**src/rtl/spi_slave_if.sv**
```systemverilog
// SPI slave bus bundle: serial pins plus the word-side handshake.
// Build with SPI_SLAVE_MISO_OE_EN to add miso_oe for an external tristate driver.
interface spi_slave_if #(
    parameter int WIDTH = 8
);
    logic             sclk;
    logic             ss_n;
    logic             mosi;
    logic             miso;
    logic [WIDTH-1:0] tx_data;
    logic             tx_taken;
    logic [WIDTH-1:0] rx_data;
    logic             rx_valid;
    logic             busy;
`ifdef SPI_SLAVE_MISO_OE_EN
    logic             miso_oe;

    modport slave (
        input  sclk, ss_n, mosi, tx_data,
        output miso, miso_oe, tx_taken, rx_data, rx_valid, busy
    );
    modport master (
        output sclk, ss_n, mosi, tx_data,
        input  miso, miso_oe, tx_taken, rx_data, rx_valid, busy
    );
`else
    modport slave (
        input  sclk, ss_n, mosi, tx_data,
        output miso, tx_taken, rx_data, rx_valid, busy
    );
    modport master (
        output sclk, ss_n, mosi, tx_data,
        input  miso, tx_taken, rx_data, rx_valid, busy
    );
`endif
endinterface

```
**src/rtl/spi_slave.sv**
```systemverilog
// SPI mode-0 slave, MSB first, oversampled by the system clock through 2-flop synchronizers.
// Optional feature macro: SPI_SLAVE_MISO_OE_EN (adds miso_oe, high in LOAD/SHIFT).
module spi_slave #(
    parameter int WIDTH = 8
) (
    input logic       clock,
    input logic       reset,
    spi_slave_if.slave bus
);
    localparam int CW = $clog2(WIDTH + 1);

    typedef enum logic [1:0] {IDLE, LOAD, SHIFT} state_t;

    state_t           state, state_nxt;
    logic [2:0]       sclk_s, ss_s, primed;
    logic [1:0]       mosi_s;
    logic [WIDTH-1:0] tx_sh, rx_sh, rx_q;
    logic [CW-1:0]    cnt;
    logic             done, miso_q, rx_valid_q;
    logic             sclk_rise, sclk_fall, ss_fall, ss_rise, word_end, reload;
    logic             busy, tx_taken;

    // Stage 0 samples the pin, stage 1 is the synchronized value, stage 2 the delayed copy.
    always_ff @(posedge clock) begin
        if (reset) begin
            sclk_s <= '0;
            ss_s   <= '1;
            mosi_s <= '0;
            primed <= '0;
        end else begin
            sclk_s <= {sclk_s[1:0], bus.sclk};
            ss_s   <= {ss_s[1:0], bus.ss_n};
            mosi_s <= {mosi_s[0], bus.mosi};
            primed <= {primed[1:0], 1'b1};
        end
    end

    // primed keeps the reset-forced ss_n high from looking like a falling edge after release.
    assign sclk_rise = sclk_s[1] & ~sclk_s[2];
    assign sclk_fall = ~sclk_s[1] & sclk_s[2];
    assign ss_fall   = ~ss_s[1] & ss_s[2] & primed[2];
    assign ss_rise   = ss_s[1] & ~ss_s[2];
    assign word_end  = (cnt == CW'(WIDTH));
    assign reload    = (state == SHIFT) & sclk_fall & (cnt == '0) & done & ~ss_rise;

    always_ff @(posedge clock) begin
        if (reset) state <= IDLE;
        else       state <= state_nxt;
    end

    always_comb begin
        state_nxt = state;
        case (state)
            IDLE:    if (ss_fall) state_nxt = LOAD;
            LOAD:    state_nxt = ss_rise ? IDLE : SHIFT;
            SHIFT:   if (ss_rise) state_nxt = IDLE;
            default: state_nxt = IDLE;
        endcase
    end

    always_comb begin
        busy     = (state != IDLE);
        tx_taken = (state == LOAD) | reload;
    end

    always_ff @(posedge clock) begin
        if (reset) begin
            tx_sh      <= '0;
            rx_sh      <= '0;
            rx_q       <= '0;
            cnt        <= '0;
            done       <= 1'b0;
            miso_q     <= 1'b0;
            rx_valid_q <= 1'b0;
        end else begin
            rx_valid_q <= 1'b0;
            case (state)
                IDLE: begin
                    miso_q <= 1'b0;
                    cnt    <= '0;
                end
                LOAD: begin
                    tx_sh  <= bus.tx_data;
                    miso_q <= bus.tx_data[WIDTH-1];
                    cnt    <= '0;
                    done   <= 1'b0;
                end
                SHIFT: begin
                    if (sclk_rise && !word_end) begin
                        rx_sh <= {rx_sh[WIDTH-2:0], mosi_s[1]};
                        cnt   <= cnt + CW'(1);
                    end else if (sclk_fall) begin
                        if (cnt != '0) begin
                            tx_sh  <= tx_sh << 1;
                            miso_q <= tx_sh[WIDTH-2];
                        end else if (reload) begin
                            tx_sh  <= bus.tx_data;
                            miso_q <= bus.tx_data[WIDTH-1];
                            done   <= 1'b0;
                        end
                    end
                end
                default: ;
            endcase
            // Delivery also runs from IDLE so a word completing as ss_n rises is not lost.
            if (word_end) begin
                rx_q       <= rx_sh;
                rx_valid_q <= 1'b1;
                cnt        <= '0;
                done       <= 1'b1;
            end
        end
    end

    assign bus.rx_data  = rx_q;
    assign bus.rx_valid = rx_valid_q;
    assign bus.tx_taken = tx_taken;
    assign bus.busy     = busy;
`ifdef SPI_SLAVE_MISO_OE_EN
    assign bus.miso_oe  = busy;
    assign bus.miso     = miso_q;
`else
    assign bus.miso     = miso_q & busy;
`endif
endmodule

```
**src/flat_wrapper.sv**
```systemverilog
// flat-port wrapper written by rule: the top's interface ports become plain ports
module spi_slave_flat 
#(
    parameter int WIDTH = 8
)
  (clock, reset, bus_sclk, bus_ss_n, bus_mosi, bus_tx_data, bus_miso, bus_tx_taken, bus_rx_data, bus_rx_valid, bus_busy);
  spi_slave_if #(.WIDTH(WIDTH)) bus_i ();
  input logic clock;
  input logic reset;
  input wire logic [$bits(bus_i.sclk)-1:0] bus_sclk;
  input wire logic [$bits(bus_i.ss_n)-1:0] bus_ss_n;
  input wire logic [$bits(bus_i.mosi)-1:0] bus_mosi;
  input wire logic [$bits(bus_i.tx_data)-1:0] bus_tx_data;
  output wire logic [$bits(bus_i.miso)-1:0] bus_miso;
  output wire logic [$bits(bus_i.tx_taken)-1:0] bus_tx_taken;
  output wire logic [$bits(bus_i.rx_data)-1:0] bus_rx_data;
  output wire logic [$bits(bus_i.rx_valid)-1:0] bus_rx_valid;
  output wire logic [$bits(bus_i.busy)-1:0] bus_busy;
  assign bus_i.sclk = bus_sclk;
  assign bus_i.ss_n = bus_ss_n;
  assign bus_i.mosi = bus_mosi;
  assign bus_i.tx_data = bus_tx_data;
  assign bus_miso = bus_i.miso;
  assign bus_tx_taken = bus_i.tx_taken;
  assign bus_rx_data = bus_i.rx_data;
  assign bus_rx_valid = bus_i.rx_valid;
  assign bus_busy = bus_i.busy;
  spi_slave #(.WIDTH(WIDTH)) u_core (.clock(clock), .reset(reset), .bus(bus_i));
endmodule
```
**config.mk**
```make
export PLATFORM = sky130hd
export DESIGN_NAME = spi_slave_flat
export DESIGN_NICKNAME = d
export VERILOG_FILES = /design/src/rtl/spi_slave_if.sv /design/src/rtl/spi_slave.sv /design/src/flat_wrapper.sv
export SDC_FILE = /design/constraint.sdc
export NUM_CORES = 1
export LEC_CHECK = 0
export CORE_MARGIN = 2
export CORE_UTILIZATION = 25
export DETAILED_ROUTE_END_ITERATION = 12
export PLACE_DENSITY = 0.42
export SYNTH_ARGS = -nofsm -noshare
export SYNTH_HDL_FRONTEND = slang
export SYNTH_SLANG_ARGS = --single-unit
```
**constraint.sdc**
```tcl
create_clock -name clock -period 4.11 [get_ports clock]
set_clock_uncertainty 0.05 [all_clocks]
set_input_delay 1.0275 -clock clock [delete_from_list [all_inputs] [get_ports clock]]
set_output_delay 1.0275 -clock clock [all_outputs]
set_load 0.01 [all_outputs]
```
==> metrics.yaml, run 1 <==
outcome:
  status: "completed"
worst_setup_path:
  timing.rr.end: "u_core.cnt[0]$_SDFFE_PP0P_"
  cp.arrival_ps: 2340
  setup.worst_path.class: "reg -> out"
  crit_path_start_kind: "flop"
  crit_required_ps: 3030
  crit_fanout: 10
  rr_startpoint: "u_core.state[0]$_SDFFE_PP0P_"
  rrSetupSlack_ps: 1600
  critPathCaptureType: "output port"
  r2r.worst_path.cells: 6
clocking:
  h-tree-depth: 2
  clock_latency_ps: 300
  cts_tree: "done"
  clock_sinks: 43
  postCtsSetupRepairBufs: 0
  path_clk_slew_ps: 90
  postCtsResizedCells: 0
  cts_buffer_depth: 2
  cts_made_buffers: 5
  cts_root_buf: "clkbuf_8"
  holdBufCountCts: 0
drt:
  via_count: 1344
  drt-initial-drc-count: 43
  via_per_inst: 4.27
  wire_per_inst_um: 11.9
  drt-total-wl_mm: 3.74
  firstDrtPassIters: 4
  drc_errors: 0
  drtAntennaViolNets: 0
power:
  swShare_pct: 22.7
  totalPowerFinal_mw: 0.745
  p_per_area_nw_per_um2: 331
  clkPwrFrac_pct: 38.9
  power.switching_mw: 0.169
  ir_worst_vdd_v: 0.000151
  power_frac_comb_pct: 4.2
  pwr-share-seq_pct: 56.9
  cellLeakagePower_nw: 0.762
  p_int_mw: 0.576
job:
  drv_cap: 0
synthesis:
  syn-cell-area_um2: 1870
  synth_edf_count: 0
  yosys_warnings: 0
  ys_types: 43
  ys_seq_elements: 43
  synthArstFlopShare_pct: 0
  synth.avg_cell_area_um2: 9.52
  syn-instance-count: 196
  synth_ff_type: "dfxtp_1"
  seq_area_frac_synth_pct: 46.1
  syn-num-nets: 215
sta:
  report.final.slew_viol_count: 0
  timing.final.crit_share_pct: 83.2
  relSlewSlack_pct: 52.9
  worst_pin_slew_ps: 704
  rsz0062_at_grt: "false"
  fmax_ghz: 0.292
  hold_viol: 0
  setup_viol: 0
  min_period_ps: 3420
  tns_ps: 0
floorplanning:
  die_area_um2: 8170
  die_y_um: 90.4
  start_util_pct: 25.7
  io_pins: 25
  die_w_um: 90.4
  design.core.area_um2: 7250
  rows: 31
placement:
  place.gp.congestion: 0.723
  dpl.cell_count: 307
  post-dp-hpwl_mm: 2.42
  portBuffers: 24
global_route:
  antenna_found_initial: 0
  grt_pass1_vias: 1333
  grt_usage_pct: 9.70
  grt_max_degree: 40
  gr-total-overflow: 0
  grt_first_pass_wirelength_mm: 6.40
layout:
  final_nets: 234
  drive_gt1_share_pct: 13.0
  final_common_cell: "dfxtp_1"
  synthToLayoutAreaGrowth_pct: 20.7
  layout_common_cells: "dfxtp_1, nand2_1, clkdlybuf4s50_1"
  fin_util_pct: 31.1
  stdcell_count: 315
  antenna_cells: 0
worst_hold_path:
  hp-class: "reg -> reg"
  holdCritStartpoint: "u_core.ss_s[0]$_SDFF_PP1_"
  whs_path_depth: 1
  worstHoldEndpoint: "u_core.ss_s[1]$_SDFF_PP1_"
## cells in the mapped netlist (3+ instances only)
| cell type | n | area, um^2 |
|---|---|---|
| nand3_1 | 9 | 45.0 |
| nor3_1 | 3 | 15.0 |
| a21oi_1 | 19 | 95.1 |
| inv_1 | 6 | 22.5 |
| nor2b_1 | 8 | 50.1 |
| or2_2 | 3 | 18.8 |
| nor2_1 | 13 | 48.8 |
| mux2i_1 | 8 | 80.1 |
| nand2_1 | 28 | 105 |
| clkbuf_1 | 6 | 22.5 |
| dfxtp_1 | 43 | 861 |
| ha_1 | 6 | 75.1 |
| buf_6 | 4 | 45.0 |
| a311oi_2 | 6 | 90.1 |
## state kept, by name, indices dropped and copies added, names as in the netlist
name / flops
u_core.miso_q: 1
u_core.ss_s: 3
u_core.rx_sh: 8
u_core.done: 1
u_core.sclk_s: 3
u_core.bus.rx_data: 8
u_core.bus.rx_valid: 1
u_core.cnt: 4
u_core.tx_sh: 7
u_core.mosi_s: 2
u_core.primed: 3
u_core.state: 2
## through the flow
step | hold slack, ps | cell area (um^2) | setup slack, ps
4_1_cts | 373 | 2250 | 674
3_5_place_dp | 344 | 2150 | 1030
2_1_floorplan | 339 | 1870 | 1670
6_report | 370 | 2250 | 691
5_1_grt | 385 | 2250 | 511
3_3_place_gp | 343 | 2150 | 1060
## critical path, stage by stage, from the launching register on
cell	delay, ps
dfxtp_1	350
inv_1	70
ha_1	180
or3b_1	530
nor3_1	230
a21o_1	150
clkdlybuf4s50_1	540
## power groups by stage
stage          sequential, mW  combinational, mW  clock (mW)
2_1_floorplan           0.434             0.0162           0
3_3_place_gp            0.434             0.0321           0
3_5_place_dp            0.434             0.0317           0
4_1_cts                 0.424             0.0321       0.305
5_1_grt                 0.425             0.0344       0.322
6_report                0.424             0.0312       0.290
## routing by layer
metal	vias up	wire [um]	track usage (%)
met5	-	0	0
met4	0	82	4.62
met3	7	151	2.92
met2	23	1590	14.7
met1	603	1910	12.6
li1	711	-	-
## worst max-delay path by stage
stage / start / to / slack (ps) / cells past startpoint
after detailed placement: u_core.cnt[0]$_SDFFE_PP0P_ / bus_tx_taken / 1030 / 6
after floorplan: u_core.cnt[0]$_SDFFE_PP0P_ / bus_tx_taken / 1670 / 6
after global routing: u_core.cnt[0]$_SDFFE_PP0P_ / bus_tx_taken / 510 / 6
final: u_core.cnt[0]$_SDFFE_PP0P_ / bus_tx_taken / 690 / 6
after CTS: u_core.cnt[0]$_SDFFE_PP0P_ / bus_tx_taken / 670 / 6
after global placement: u_core.cnt[0]$_SDFFE_PP0P_ / bus_tx_taken / 1060 / 6
## cells by family (layout without fill, tap and decap cells)
logic type	Yosys count	in the layout	share of synthesized area [%]
compound gates	36	36	14.9
simple gates	81	81	23.4
fa+ha+maj	6	6	4.02
xor+xnor	2	2	0.939
mux	9	9	4.89
flops	43	43	46.1
buf+inv	19	39	5.70
## layout make-up
type | instances | area (um^2)
Clock buffer | 6 | 82.6
Clock inverter | 2 | 16.3
Fill cell | 776 | 5000
Inverter | 6 | 22.5
Multi-Input combinational cell | 134 | 900
Sequential cell | 43 | 861
Tap cell | 99 | 124
Timing Repair Buffer | 25 | 248
(Power assumes the default switching activity.)
==> inputs of run 2 (changes only) <==
- clock period: 4.11 -> 3.2 ns (I/O delays scaled with it)
==> metrics.yaml, run 2 (synthesis gave the netlist of run 1 again) <==
layout:
  synthToLayoutAreaGrowth_pct: 21.8
  nFillCells: 781
  layout_common_cells: "dfxtp_1, nand2_1, clkdlybuf4s50_1"
  antenna_cells: 0
  fin_util_pct: 31.3
  drive_gt1_share_pct: 14.2
  final_common_cell: "dfxtp_1"
  design_area_um2: 2270
  final_nets: 236
sta:
  tns_ps: 0
  relSlewSlack_pct: 56.4
  timing.final.crit_share_pct: 92.9
  report.final.slew_viol_count: 0
  hold_viol: 0
  worst_pin_slew_ps: 654
  setup_viol: 0
  fmax_ghz: 0.336
  worst_slack_ps: 228
  min_period_ps: 2970
  rsz0062_at_grt: "false"
clocking:
  cts_root_buf: "clkbuf_8"
  cts_tree: "done"
  clock_sinks: 43
  cts_made_buffers: 5
  path_clk_slew_ps: 90
  holdBufCountCts: 0
  clock_latency_ps: 300
  cts_buffer_depth: 2
  h-tree-depth: 2
global_route:
  grt_max_degree: 34
  grt_usage_pct: 10.0
  antenna_found_initial: 0
  grt_first_pass_wirelength_mm: 6.76
  grt_pass1_vias: 1442
  gr-total-overflow: 0
floorplanning:
  die_w_um: 90.4
  design.core.area_um2: 7250
  io_pins: 25
  die_y_um: 90.4
  start_util_pct: 25.7
  rows: 31
  die_area_um2: 8170
placement:
  post-dp-hpwl_mm: 2.45
  portBuffers: 24
  dp_slack_ps: 532
  placed_area_um2: 2170
  place.gp.congestion: 0.713
power:
  p_per_area_nw_per_um2: 421
  power.switching_mw: 0.216
  swShare_pct: 22.6
  totalPowerFinal_mw: 0.956
  p_int_mw: 0.740
  power_frac_comb_pct: 4.3
  pwr-share-seq_pct: 57.0
  ir_worst_vdd_v: 0.000200
  cellLeakagePower_nw: 0.774
  clkPwrFrac_pct: 38.8
worst_setup_path:
  cp.arrival_ps: 2120
  cp_cell_sequence: "inv_1 -> ha_1 -> or3b_1 -> nor3_2 -> a21o_1 -> clkdlybuf4s50_1"
  crit_path_start_kind: "flop"
  cpPeakStageDelay_ps: 530
  setup.worst_path.class: "reg -> out"
  crit_path_top_delay_cell: "clkdlybuf4s50_1"
  critPathCaptureType: "output port"
  crit_required_ps: 2350
  crit_fanout: 5
drt:
  drc_errors: 0
  drtAntennaViolNets: 0
  drt-total-wl_mm: 3.71
  drt-initial-drc-count: 39
  via_per_inst: 4.27
  via_count: 1353
  wire_per_inst_um: 11.7
  firstDrtPassIters: 4
outcome:
  status: "completed"
job:
  drv_cap: 0
worst_hold_path:
  hp-class: "reg -> reg"
## run 2: what timing repair did
action,in CTS,in global routing
buffers inserted,0,0
gates resized for setup,0,1
hold endpoints to repair,0,0
setup endpoints to repair,0,1
## run 2: cell type report
cell class                 instances  area [um^2]  share of cell area, %
tap                               99          124                   5.45
multi-input combinational        134          905                   39.8
timing repair buffer              27          263                   11.6
sequential                        43          861                   37.9
clock inverter                     2         16.3                  0.715
clock buffer                       6         82.6                   3.63
inverter                           6         22.5                  0.991
## run 2: worst paths after layout
kind | from | slack, ps | endpoint | depth (start not counted)
max | u_core.cnt[0]$_SDFFE_PP0P_ | 230 | bus_tx_taken | 6
min | u_core.ss_s[0]$_SDFF_PP1_ | 380 | u_core.ss_s[1]$_SDFF_PP1_ | 1
max reg2reg | u_core.state[0]$_SDFFE_PP0P_ | 810 | u_core.rx_sh[6]$_SDFFE_PP0P_ | 7
min reg2reg | u_core.ss_s[0]$_SDFF_PP1_ | 380 | u_core.ss_s[1]$_SDFF_PP1_ | 1
## run 2: metal layers
metal / vias to the layer above / GRT usage (%) / share of wire (%)
li1: 708 / - / -
met1: 615 / 13.7 / 52
met3: 5 / 3.01 / 3.7
met5: - / 0 / 0
met2: 25 / 15.0 / 43
met4: 0 / 3.46 / 1.2
## run 2: through the flow
step / instances / hold slack, ps
2_1_floorplan: 196 / 339
3_3_place_gp: 309 / 343
3_5_place_dp: 309 / 348
4_1_cts: 317 / 374
5_1_grt: 317 / 410
6_report: 317 / 382
## run 2: power groups by stage
stage | registers (mW) | logic, mW | clock network, mW
2_1_floorplan | 0.557 | 0.0208 | 0
3_3_place_gp | 0.558 | 0.0412 | 0
6_report | 0.545 | 0.0406 | 0.371
3_5_place_dp | 0.558 | 0.0407 | 0
4_1_cts | 0.545 | 0.0412 | 0.391
5_1_grt | 0.546 | 0.0448 | 0.416
## run 2: critical path: cells and delay by family, from the launching register on
family | cells | cell delay (ps)
AO/OA/AOI/OAI | 1 | 130
AND/OR/NAND/NOR | 2 | 560
flip-flops | 1 | 350
adder cells (fa/ha/maj) | 1 | 190
buffers and inverters | 2 | 600
